File: config.mk
export PLATFORM = sky130hd
export DESIGN_NAME = return_addr_stack
export DESIGN_NICKNAME = d
export VERILOG_FILES = /design/src/rtl/return_addr_stack.sv
export SDC_FILE = /design/constraint.sdc
export NUM_CORES = 1
export LEC_CHECK = 0
export BUFFER_PORTS_ARGS = -buffer_cell sky130_fd_sc_hd__buf_2
export CAP_MARGIN = 5
export CORE_ASPECT_RATIO = 1.4
export CORE_MARGIN = 2
export CORE_UTILIZATION = 50
export CTS_CLUSTER_SIZE = 14
export DETAILED_ROUTE_END_ITERATION = 10
export HOLD_SLACK_MARGIN = 0.02
export PLACE_DENSITY = 0.71
export SYNTH_ARGS = -nofsm -noshare
export SYNTH_HDL_FRONTEND = slang
export SYNTH_SLANG_ARGS = --single-unit
File: constraint.sdc
create_clock -name clk_i -period 21.8 [get_ports clk_i]
set_clock_uncertainty 0.15 [all_clocks]
set_input_delay 3.27 -clock clk_i [delete_from_list [all_inputs] [get_ports clk_i]]
set_output_delay 3.27 -clock clk_i [all_outputs]
set_load 0.01 [all_outputs]
File: src/rtl/return_addr_stack.sv
// ---------------------------------------------------------------------------
// return_addr_stack
//   Return address stack for the fetch front end. Calls push their return
//   address, returns pop the predicted target. Entries live in a circular
//   buffer addressed by a top pointer, so pushes on a full stack silently
//   overwrite the oldest entry and raise a one-cycle overflow pulse.
//
// Ports
//   clk_i       in   1        clock; all state updates on its rising edge
//   rst_i       in   1        synchronous active-high reset (highest priority)
//   flush_i     in   1        discard all entries (redirect); beats push/pop
//   push_i      in   1        call detected: push addr_i
//   pop_i       in   1        return detected: pop the top entry
//   addr_i      in   VLEN     return address to push
//   ra_valid_o  out  1        top entry holds a valid prediction
//   ra_o        out  VLEN     predicted return address (top entry)
//   count_o     out  PTR_W+1  number of valid entries
//   overflow_o  out  1        pulse: last push discarded the oldest entry
// ---------------------------------------------------------------------------
module return_addr_stack #(
    parameter int DEPTH = 4,
    parameter int VLEN  = 64
) (
    input  logic                       clk_i,
    input  logic                       rst_i,
    input  logic                       flush_i,
    input  logic                       push_i,
    input  logic                       pop_i,
    input  logic [VLEN-1:0]            addr_i,
    output logic                       ra_valid_o,
    output logic [VLEN-1:0]            ra_o,
    output logic [$clog2(DEPTH):0]     count_o,
    output logic                       overflow_o
);

    localparam int PTR_W = $clog2(DEPTH);
    localparam int CNT_W = PTR_W + 1;
    localparam logic [CNT_W-1:0] FULL = CNT_W'(DEPTH);

    logic [VLEN-1:0]  entry [DEPTH];
    logic [PTR_W-1:0] tp;
    logic [CNT_W-1:0] count;
    logic             overflow_q;

    logic [PTR_W-1:0] tp_nxt;
    logic [CNT_W-1:0] count_nxt;
    logic             overflow_nxt;
    logic             wr_en;
    logic [PTR_W-1:0] wr_idx;
    logic             empty;

    assign empty = (count == '0);

    // Next-state decode. Reset and flush both clear the control state and
    // suppress the entry write; everything else follows the push/pop pair.
    always_comb begin
        tp_nxt       = tp;
        count_nxt    = count;
        overflow_nxt = 1'b0;
        wr_en        = 1'b0;
        wr_idx       = tp;

        if (rst_i || flush_i) begin
            tp_nxt    = '0;
            count_nxt = '0;
        end else if (push_i && pop_i && !empty) begin
            // Co-routine jump: the return consumes the top, the call
            // replaces it in place, so depth does not change.
            wr_en  = 1'b1;
            wr_idx = tp;
        end else if (push_i) begin
            // Covers push+pop on an empty stack too: the pop has nothing
            // to consume. tp wraps naturally at PTR_W bits.
            tp_nxt = tp + 1'b1;
            wr_en  = 1'b1;
            wr_idx = tp + 1'b1;
            if (count == FULL) begin
                overflow_nxt = 1'b1;
            end else begin
                count_nxt = count + 1'b1;
            end
        end else if (pop_i && !empty) begin
            tp_nxt    = tp - 1'b1;
            count_nxt = count - 1'b1;
        end
    end

    // Control state: reset applies here only.
    always_ff @(posedge clk_i) begin
        if (rst_i) begin
            tp         <= '0;
            count      <= '0;
            overflow_q <= 1'b0;
        end else begin
            tp         <= tp_nxt;
            count      <= count_nxt;
            overflow_q <= overflow_nxt;
        end
    end

    // Entry storage: data is never reset, validity is tracked by count.
    always_ff @(posedge clk_i) begin
        if (wr_en) begin
            entry[wr_idx] <= addr_i;
        end
    end

    // Prediction is read straight from registered state so a return in
    // the same cycle consumes the value being presented.
    assign ra_o       = entry[tp];
    assign ra_valid_o = !empty;
    assign count_o    = count;
    assign overflow_o = overflow_q;

endmodule

* Word-level counts from Yosys, hierarchy flattened
Memory sizes are Yosys's and may differ from the RTL's. A register that Yosys moved wholly into a read port is not among the register bits.
Cells that the tools add are included.
** Storage, ports and cells
- Register bits :: 6
- Memory bits (writable) :: 256
- Input bits :: 69
- Output and inout port bits :: 69
- Logic and storage cells :: 39
- Memories kept :: 1
** Memory list
- entry :: depth 4, width 64, rd ports 1, clocked after Yosys merged registers in 1, write ports 1, line 40 : logic [VLEN-1:0] entry [DEPTH];
** Operators by class
- $add $sub $neg :: 4
- Equality and inequality tests :: 2
- Muxes and demuxes :: 16
- Bitwise logic cells :: 2
- Reductions and logical operators :: 11
** Operators with widths (count)
- $mux 2 :: 7
- $mux 3 :: 3
- $mux 1 :: 6
- $reduce_or 4->1 :: 1
- $add 3x1->3 const B :: 1
- $eq 3x3->1 const B :: 1
- $logic_and 1x1->1 :: 3
- $logic_not 3->1 :: 1
- $reduce_and 3->1 :: 1
- $sub 3x1->3 const B :: 1
- $add 2x1->2 const B :: 1
- $ne 2x2->1 const B :: 1
- $not 1->1 :: 2
- $reduce_and 2->1 :: 1
- $reduce_bool 2->1 :: 1
- $reduce_or 2->1 :: 1
- $sub 2x1->2 const B :: 1
- $logic_not 1->1 :: 1
- $logic_or 1x1->1 :: 1

* Depth between registers and ports, before layout
Gate-level depths: netlist of the first run.
- Depth after elaboration :: 7
- Gate-level depth with buffers :: 7
- Depth with buffers taken out :: 6

* Worst setup path after synthesis of the first run
Ideal clock, no wire load.
- Path kind :: input to register
- Start point :: in push_i
- End point :: mem entry[1][0], enable pin
- Setup time :: 574 ps
- Arrival time :: 8528 ps
- Required time :: 21076 ps
- Path slack :: 12548 ps
- Cell stages on the path :: 5
- Path buffers :: 1
- Cells stage by stage :: buf_2 > inv_1 > nor3_1 > nand2_1 > o21ai_0
** Between the ends
- Longest elaborated chain between the ends :: 6
- Elaborated cells on any way between the ends :: 10
** RTL lines
- start: declaration :: line 27 : input logic push_i,
- $logic_and 1x1->1 (2 in a row) :: line 66 : end else if (push_i && pop_i && !empty) begin
- $mux 1 :: line 66
- $mux 1 :: line 63 : if (rst_i || flush_i) begin
- $mux 1 :: line 103 : if (wr_en) begin
- $mux 1 (not written as such) :: line 104 : entry[wr_idx] <= addr_i;
- end: declaration :: line 40
Several ways; a longest one is shown, not always the timed one.

==> results.toml, run 1 <==
[logic_synthesis]
ys_top_cells_by_count = "edfxtp_1, mux4_2, buf_2"
synth_edf_count = 256
synth_flop_cell = "edfxtp_1"
yosysWarnings = 0
synth_cells = 402
yosys.cell_types.count = 36
synth_top_cell_by_area = "edfxtp_1"
async_flop_share_pct = 0
ys_seq_area_share_pct = 80.5
synth.most_common_cell = "edfxtp_1"
syn-cell-area_um2 = 9750
synth_area_leaders = "edfxtp_1, mux4_2, dfxtp_1, buf_2, o21ai_0"
avgSynthCellArea_um2 = 24.2
synth_seq_cells = 264
yosysTopAreaCellShare_pct = 78.9
synth_fp_nets = 474

[placed_design]
io_buffers = 137
place_worst_setup_slack_ps = 15490
place_area_um2 = 10800
hpwl_mm = 10.8
gp_congestion = 0.721

[clock_tree]
cts.repair.resized = 0
htree_levels = 1
clkLatencyLatePin_ps = 510
cts_root_buf = "clkbuf_16"
cts_max_path_buffers = 3
clock_sinks = 264
path_clk_slew_ps = 60
cts_tree = "yes"
hold_buffers = 0
cts_buffers = 24
postCtsSetupRepairBufs = 0

[routing]
dr.pass1.iters = 6
viasPerCell = 5.58
via_count = 4579
postRouteAntennaNets = 0
drc_errors = 0
avgRoutedWirePerCell_um = 21.5
detail_route.iter0.violations = 369
wirelength_mm = 17.7

[cells_and_area]
num_antenna_cells = 0
synthToLayoutAreaGrowth_pct = 18.2
drive_gt1_share_pct = 43.9
final_nets = 626
fin_area_um2 = 11500

[critical_path]
worstPathMaxFanout = 45
start_kind = "flop"
r2r_slack_ps = 18890
end_kind = "output pin"
crit_arrival_ps = 2750
path_class = "flop to output pin"
critPathRequiredTime_ps = 18380

[min_path]
min_path_type = "flop to flop"

[run]
drv_cap = 0

[timing]
tns_ps = 0
slew_violations = 0
hold_violations = 0
period_needed_ps = 6170
maxSlewHeadroom_pct = 36.0
setup_viol = 0
setup_ws_ps = 15630
worst-slew-pin-transition_ps = 960
rsz0062_at_grt = "no"
max_freq_mhz = 162
fin_crit_sh_pct = 28.3

[die]
die_area_um2 = 20600
dieWidth_um = 122
core_region_area_um2 = 19100
ios = 138
start_util_pct = 50.9
num_rows = 60
die_h_um = 169

[grt]
track_usage_pct = 17.2
grt_pass1_vias = 4755
grt_max_degree = 65
grt_pass1_wl_mm = 26.7
overflow = 0
antenna_found_initial = 0

[power_and_ir_drop]
pwr_density_cell_nw_per_um2 = 88.9
vdd_drop_max_uv = 57.6
leakagePower_nw = 3.80

[run_status]
status = "complete, no violations"
-- where the power goes --
part	switching [mW]	leakage, nW	total (mW)	internal, mW
registers	0.00524	2.38	0.571	0.565
clock network	0.168	0.373	0.401	0.233
logic	0.0285	1.05	0.0528	0.0244
total	0.202	3.80	1.02	0.823
-- layout make-up --
class                   count  area (µm²)
repair buffers            143         731
multi-input cells         118        1850
fillers                  1335        7630
flip-flops and latches    264        7860
inverters                   3        11.3
clock inverters             6        53.8
clock buffers              38         704
well taps                 248         310
-- layout by cell type (no fill, tap or decap), drive strengths merged, types with 3 or more instances in the layout --
master / Yosys / layout
buf: 10 / 143
clkbuf: 7 / 38
clkinv: 0 / 5
dfxtp: 8 / 8
edfxtp: 256 / 256
inv: 3 / 3
mux4: 64 / 64
nand2: 6 / 6
nor2: 8 / 8
o21ai: 7 / 7
or3: 3 / 3
-- layer usage --
| layer | share of wire (%) | GRT usage (%) | up-vias |
|---|---|---|---|
| li1 | - | - | 2017 |
| met5 | 0 | 0 | - |
| met1 | 39 | 22.4 | 2400 |
| met4 | 2.0 | 5.05 | 0 |
| met3 | 4.8 | 2.25 | 25 |
| met2 | 54 | 30.3 | 137 |
-- worst max-delay path, cell delays in order, from the launching register on --
cell,delay (ps)
dfxtp_4,610
buf_4,800
mux4_2,640
buf_2,170
-- metrics by stage --
stage / std cells / hold WS [ps] / power [mW] / util (%)
after floorplan: 402 / 400 / 0.610 / -
after global placement: 776 / 456 / 0.633 / 56.2
after detailed placement: 776 / 480 / 0.635 / 56.2
after CTS: 820 / 495 / 1.03 / 60.2
after global routing: 820 / 556 / 1.05 / 60.2
final: 820 / 497 / 1.02 / 60.2
-- cells by family after synthesis --
kind of cell	synth area share [%]
AOI/OAI and AO/OA	1.62
xor gates and xnor gates	0.270
adders and majority gates	0.462
buffers and inverters	0.899
DFF	80.5
muxes	14.8
and+or+nand+nor	1.44
-- registers in the layout (all words and copies together), names as in the netlist, named ones only --
signal      count
tp              2
entry         256
overflow_o      1
count_o         3
-- path summary, 6_finish.rpt --
kind,from,endpoint,depth (start not counted)
hold / removal,tp[1]$_SDFFE_PP0N_,tp[1]$_SDFFE_PP0N_,2
setup / recovery,flop,ra_o[14],3
setup reg to reg,count_o[0]$_SDFFE_PP0P_,entry[3][37]$_DFFE_PP_,4
hold reg to reg,tp[1]$_SDFFE_PP0N_,tp[1]$_SDFFE_PP0N_,2
Power figures use the tool's default switching activity.
==> run 2: changes to the inputs <==
Clock period 21.8 ns to 6.05 ns, I/O delays scaled along.
==> results.toml, run 2 (synthesis results as in run 1) <==
[run_status]
status = "complete, no violations"

[timing]
rsz0062_at_grt = "no"
hold_violations = 0
max_freq_mhz = 262
setup_ws_ps = 2230
period_needed_ps = 3820
worst-slew-pin-transition_ps = 991
tns_ps = 0
setup_viol = 0
fin_crit_sh_pct = 63.1
slew_violations = 0
maxSlewHeadroom_pct = 33.7

[placed_design]
io_buffers = 137
place_area_um2 = 10800
gp_congestion = 0.776
hpwl_mm = 11.1
place_worst_setup_slack_ps = 2120

[cells_and_area]
final_nets = 627
n_fill_cell = 1370
final_common_cell = "edfxtp_1"
largest-register = "entry"
fin_area_um2 = 11500
final_cell_mix = "edfxtp_1, buf_2, mux4_2"
largest_reg_flops = 256
postLayoutCoreUtil_pct = 60.1
drive_gt1_share_pct = 43.5
synthToLayoutAreaGrowth_pct = 18.1

[power_and_ir_drop]
leakagePower_nw = 3.79
vdd_drop_max_uv = 185
clkPwrFrac_pct = 38.8
finalPower_mw = 3.67
pwr_density_cell_nw_per_um2 = 319
p_int_mw = 2.95
swShare_pct = 19.6
seqPwrFrac_pct = 56.2
p_sw_mw = 0.720
p_comb_share_pct = 5.1

[die]
ios = 138
start_util_pct = 50.9
die_area_um2 = 20600
dieWidth_um = 122
num_rows = 60
core_region_area_um2 = 19100
die_h_um = 169

[critical_path]
end_kind = "output pin"
critPathCapture = "ra_o[16]"
crit_arrival_ps = 2760
start_kind = "flop"
r2r-end = "entry[3][6]$_DFFE_PP_"
path_class = "flop to output pin"
ff2ff_path_depth = 4
critPathRequiredTime_ps = 4990
r2r-start = "count_o[0]$_SDFFE_PP0P_"
worstPathMaxFanout = 44
r2r_slack_ps = 3090

[clock_tree]
cts_root_buf = "clkbuf_16"
clkLatencyLatePin_ps = 500
postCtsSetupRepairBufs = 0
cts.repair.resized = 0
htree_levels = 1
hold_buffers = 0
cts_buffers = 24
cts_tree = "yes"
cts_max_path_buffers = 3
clock_sinks = 264
path_clk_slew_ps = 60

[run]
drv_cap = 0

[routing]
met3_length_um = 799
viasPerCell = 5.53
wl_met1_mm = 6.86
postRouteAntennaNets = 0
dr_wl_met2_mm = 9.81
highest_layer = "met4"
drc_errors = 0
wirelength_mm = 17.9
via_count = 4539
detail_route.iter0.violations = 383
dr.pass1.iters = 4
avgRoutedWirePerCell_um = 21.8

[grt]
grt_pass1_vias = 4815
grt_max_degree = 65
overflow = 0
grt_pass1_wl_mm = 27.4
track_usage_pct = 17.7
antenna_found_initial = 0

[min_path]
min_path_type = "primary input to flop"
## run 2: cell count changes in the layout (fill, tap and decap cells not counted), sizes merged
cell,delta
clkbuf,-2
diode,+1
buf,+1
clkinvlp,+1
## run 2: how the worst min path moves through the flow
stage,start,endpoint,slack (ps),depth (start not counted)
2_1_floorplan,tp[0]$_SDFFE_PP0N_,flop,400,2
3_3_place_gp,tp[0]$_SDFFE_PP0N_,flop,440,2
3_5_place_dp,tp[0]$_SDFFE_PP0N_,flop,460,2
4_1_cts,rst_i,count_o[2]$_SDFFE_PP0P_,420,2
5_1_grt,rst_i,count_o[2]$_SDFFE_PP0P_,440,2
6_report,rst_i,count_o[2]$_SDFFE_PP0P_,450,2
## run 2: power by group through the flow
stage	combinational (mW)	clock, mW	sequential [mW]
final	0.186	1.42	2.06
after floorplan	0.110	0	2.09
after global placement	0.182	0	2.10
after detailed placement	0.189	0	2.10
after global routing	0.202	1.52	2.07
after CTS	0.190	1.46	2.06
## run 2: layout make-up
class | count | area, µm² | area share, %
clock buffer | 36 | 687 | 5.97
inverter | 3 | 11.3 | 0.0978
antenna | 1 | 2.50 | 0.0217
tap | 248 | 310 | 2.70
sequential | 264 | 7860 | 68.2
timing repair buffer | 144 | 738 | 6.41
clock inverter | 7 | 57.6 | 0.500
multi-input combinational | 118 | 1850 | 16.1
## run 2: per-stage QoR
step           cells  hold WS, ps
2_1_floorplan    402          400
3_3_place_gp     777          440
3_5_place_dp     777          457
4_1_cts          820          421
5_1_grt          820          439
6_report         821          446
## run 2: critical path, cell delays in order (launching register included)
cell and delay, ps:
dfxtp_4 950, buf_4 520, mux4_2 600, buf_2 160
## run 2: routing by layer
layer  up-vias  GRT usage [%]
met5         -              0
met4         0           5.40
li1       2029              -
met1      2355           22.6
met2       122           31.4
met3        33           2.52
==> run 3: changes to the inputs <==
Settings changed: PLACE_DENSITY 0.71 to 0.74.
Clock period 6.05 ns to 3.4 ns, I/O delays scaled along.
==> results.toml, run 3 (synthesis results as in run 1) <==
[run_status]
status = "complete, no violations"

[placed_design]
io_buffers = 137
hpwl_mm = 11.2
dp_cells = 783
gp_congestion = 0.742

[min_path]
min_path_type = "primary input to flop"
holdPathStages = 2

[timing]
worst-slew-pin-transition_ps = 748
max_freq_mhz = 348
hold_violations = 0
fin_crit_sh_pct = 84.6
maxSlewHeadroom_pct = 50.0
period_needed_ps = 2880
setup_viol = 0
timing.hold.ws_ps = 52.4
slew_violations = 0
rsz0062_at_grt = "no"

[routing]
via_count = 4542
highest_layer = "met5"
avgRoutedWirePerCell_um = 21.4
drc_errors = 0
wirelength_mm = 17.6
met3_length_mm = 1.00
postRouteAntennaNets = 0
detail_route.iter0.violations = 271
dr.pass1.iters = 4
dr_wl_met2_mm = 9.52
viasPerCell = 5.53
wl_met1_mm = 6.60

[cells_and_area]
largest_reg_flops = 256
fin_cells = 822
final_nets = 632
synthToLayoutAreaGrowth_pct = 18.5
postLayoutCoreUtil_pct = 60.3
final_common_cell = "edfxtp_1"
multi_input_area_um2 = 1850
final_cell_mix = "edfxtp_1, buf_2, mux4_2"
drive_gt1_share_pct = 44.2
n_fill_cell = 1320
largest-register = "entry"
seq_area_um2 = 7860

[critical_path]
start_kind = "flop"
cp_slowest_cell = "dfxtp_4"
crit_family = "flip-flops"
path_cells = "buf_4 -> mux4_2 -> buf_2"
end_kind = "output pin"
critPathRequiredTime_ps = 2740
crit_arrival_ps = 2220
r2r_slack_ps = 850
worstPathMaxFanout = 19
cp.buffers_inverters = 2
ff2ff_path_depth = 4
path_depth = 3
path_class = "flop to output pin"
critPathMaxStageDelay_ps = 590

[clock_tree]
clock_sinks = 264
path_clk_slew_ps = 60
cts_root_buf = "clkbuf_16"
htree_levels = 1
cts_buffers = 23
cts.repair.resized = 0
cts_max_path_buffers = 3
hold_buffers = 0
postCtsSetupRepairBufs = 0
cts_tree = "yes"
clkLatencyLatePin_ps = 500

[power_and_ir_drop]
vdd_drop_max_uv = 290
seqPwrFrac_pct = 57.7
leakagePower_nw = 3.81
p_comb_share_pct = 5.6
swShare_pct = 19.5
pwr_density_cell_nw_per_um2 = 549
clkPwrFrac_pct = 36.8
p_sw_mw = 1.24
p_int_mw = 5.10

[die]
num_rows = 60
dieWidth_um = 122
start_util_pct = 50.9
die_area_um2 = 20600
ios = 138
core_region_area_um2 = 19100
die_h_um = 169

[grt]
grt_pass1_wl_mm = 27.2
track_usage_pct = 17.6
grt_pass1_vias = 4822
antenna_found_initial = 2
overflow = 0
grt_max_degree = 65

[run]
drv_cap = 0
run 3: layer usage:
layer,vias to the layer above,global-route usage [%]
met5,-,0
met4,2,5.95
met3,32,3.29
met2,139,30.9
met1,2338,22.0
li1,2031,-
run 3: power groups by stage:
stage / combinational [mW] / clock (mW) / sequential [mW]
2_1_floorplan: 0.199 / 0 / 3.71
3_3_place_gp: 0.347 / 0 / 3.72
3_5_place_dp: 0.358 / 0 / 3.72
4_1_cts: 0.360 / 2.38 / 3.65
5_1_grt: 0.383 / 2.52 / 3.66
6_report: 0.354 / 2.33 / 3.65
run 3: final cells by class:
cell class | instances | share of cell area, %
sequential | 264 | 68.0
inverter | 3 | 0.0975
timing repair buffer | 150 | 7.33
tap | 248 | 2.69
multi-input combinational | 118 | 16.0
antenna | 1 | 0.0217
clock inverter | 3 | 0.152
clock buffer | 35 | 5.64
run 3: metrics by stage:
stage	TNS, ps	instance area (µm²)	setup WS, ps	power (mW)
global placement	0	10900	385	4.07
finish	0	11500	525	6.34
detailed placement	0	10900	281	4.08
floorplan	-20780	9770	-162	3.91
global route	0	11500	388	6.56
CTS	0	11500	443	6.39
run 3: final timing paths:
path / from / endpoint
setup / recovery: flop / ra_o[34]
hold reg to reg: tp[0]$_SDFFE_PP0N_ / flop
hold / removal: flush_i / count_o[2]$_SDFFE_PP0P_
setup reg to reg: count_o[0]$_SDFFE_PP0P_ / entry[3][38]$_DFFE_PP_
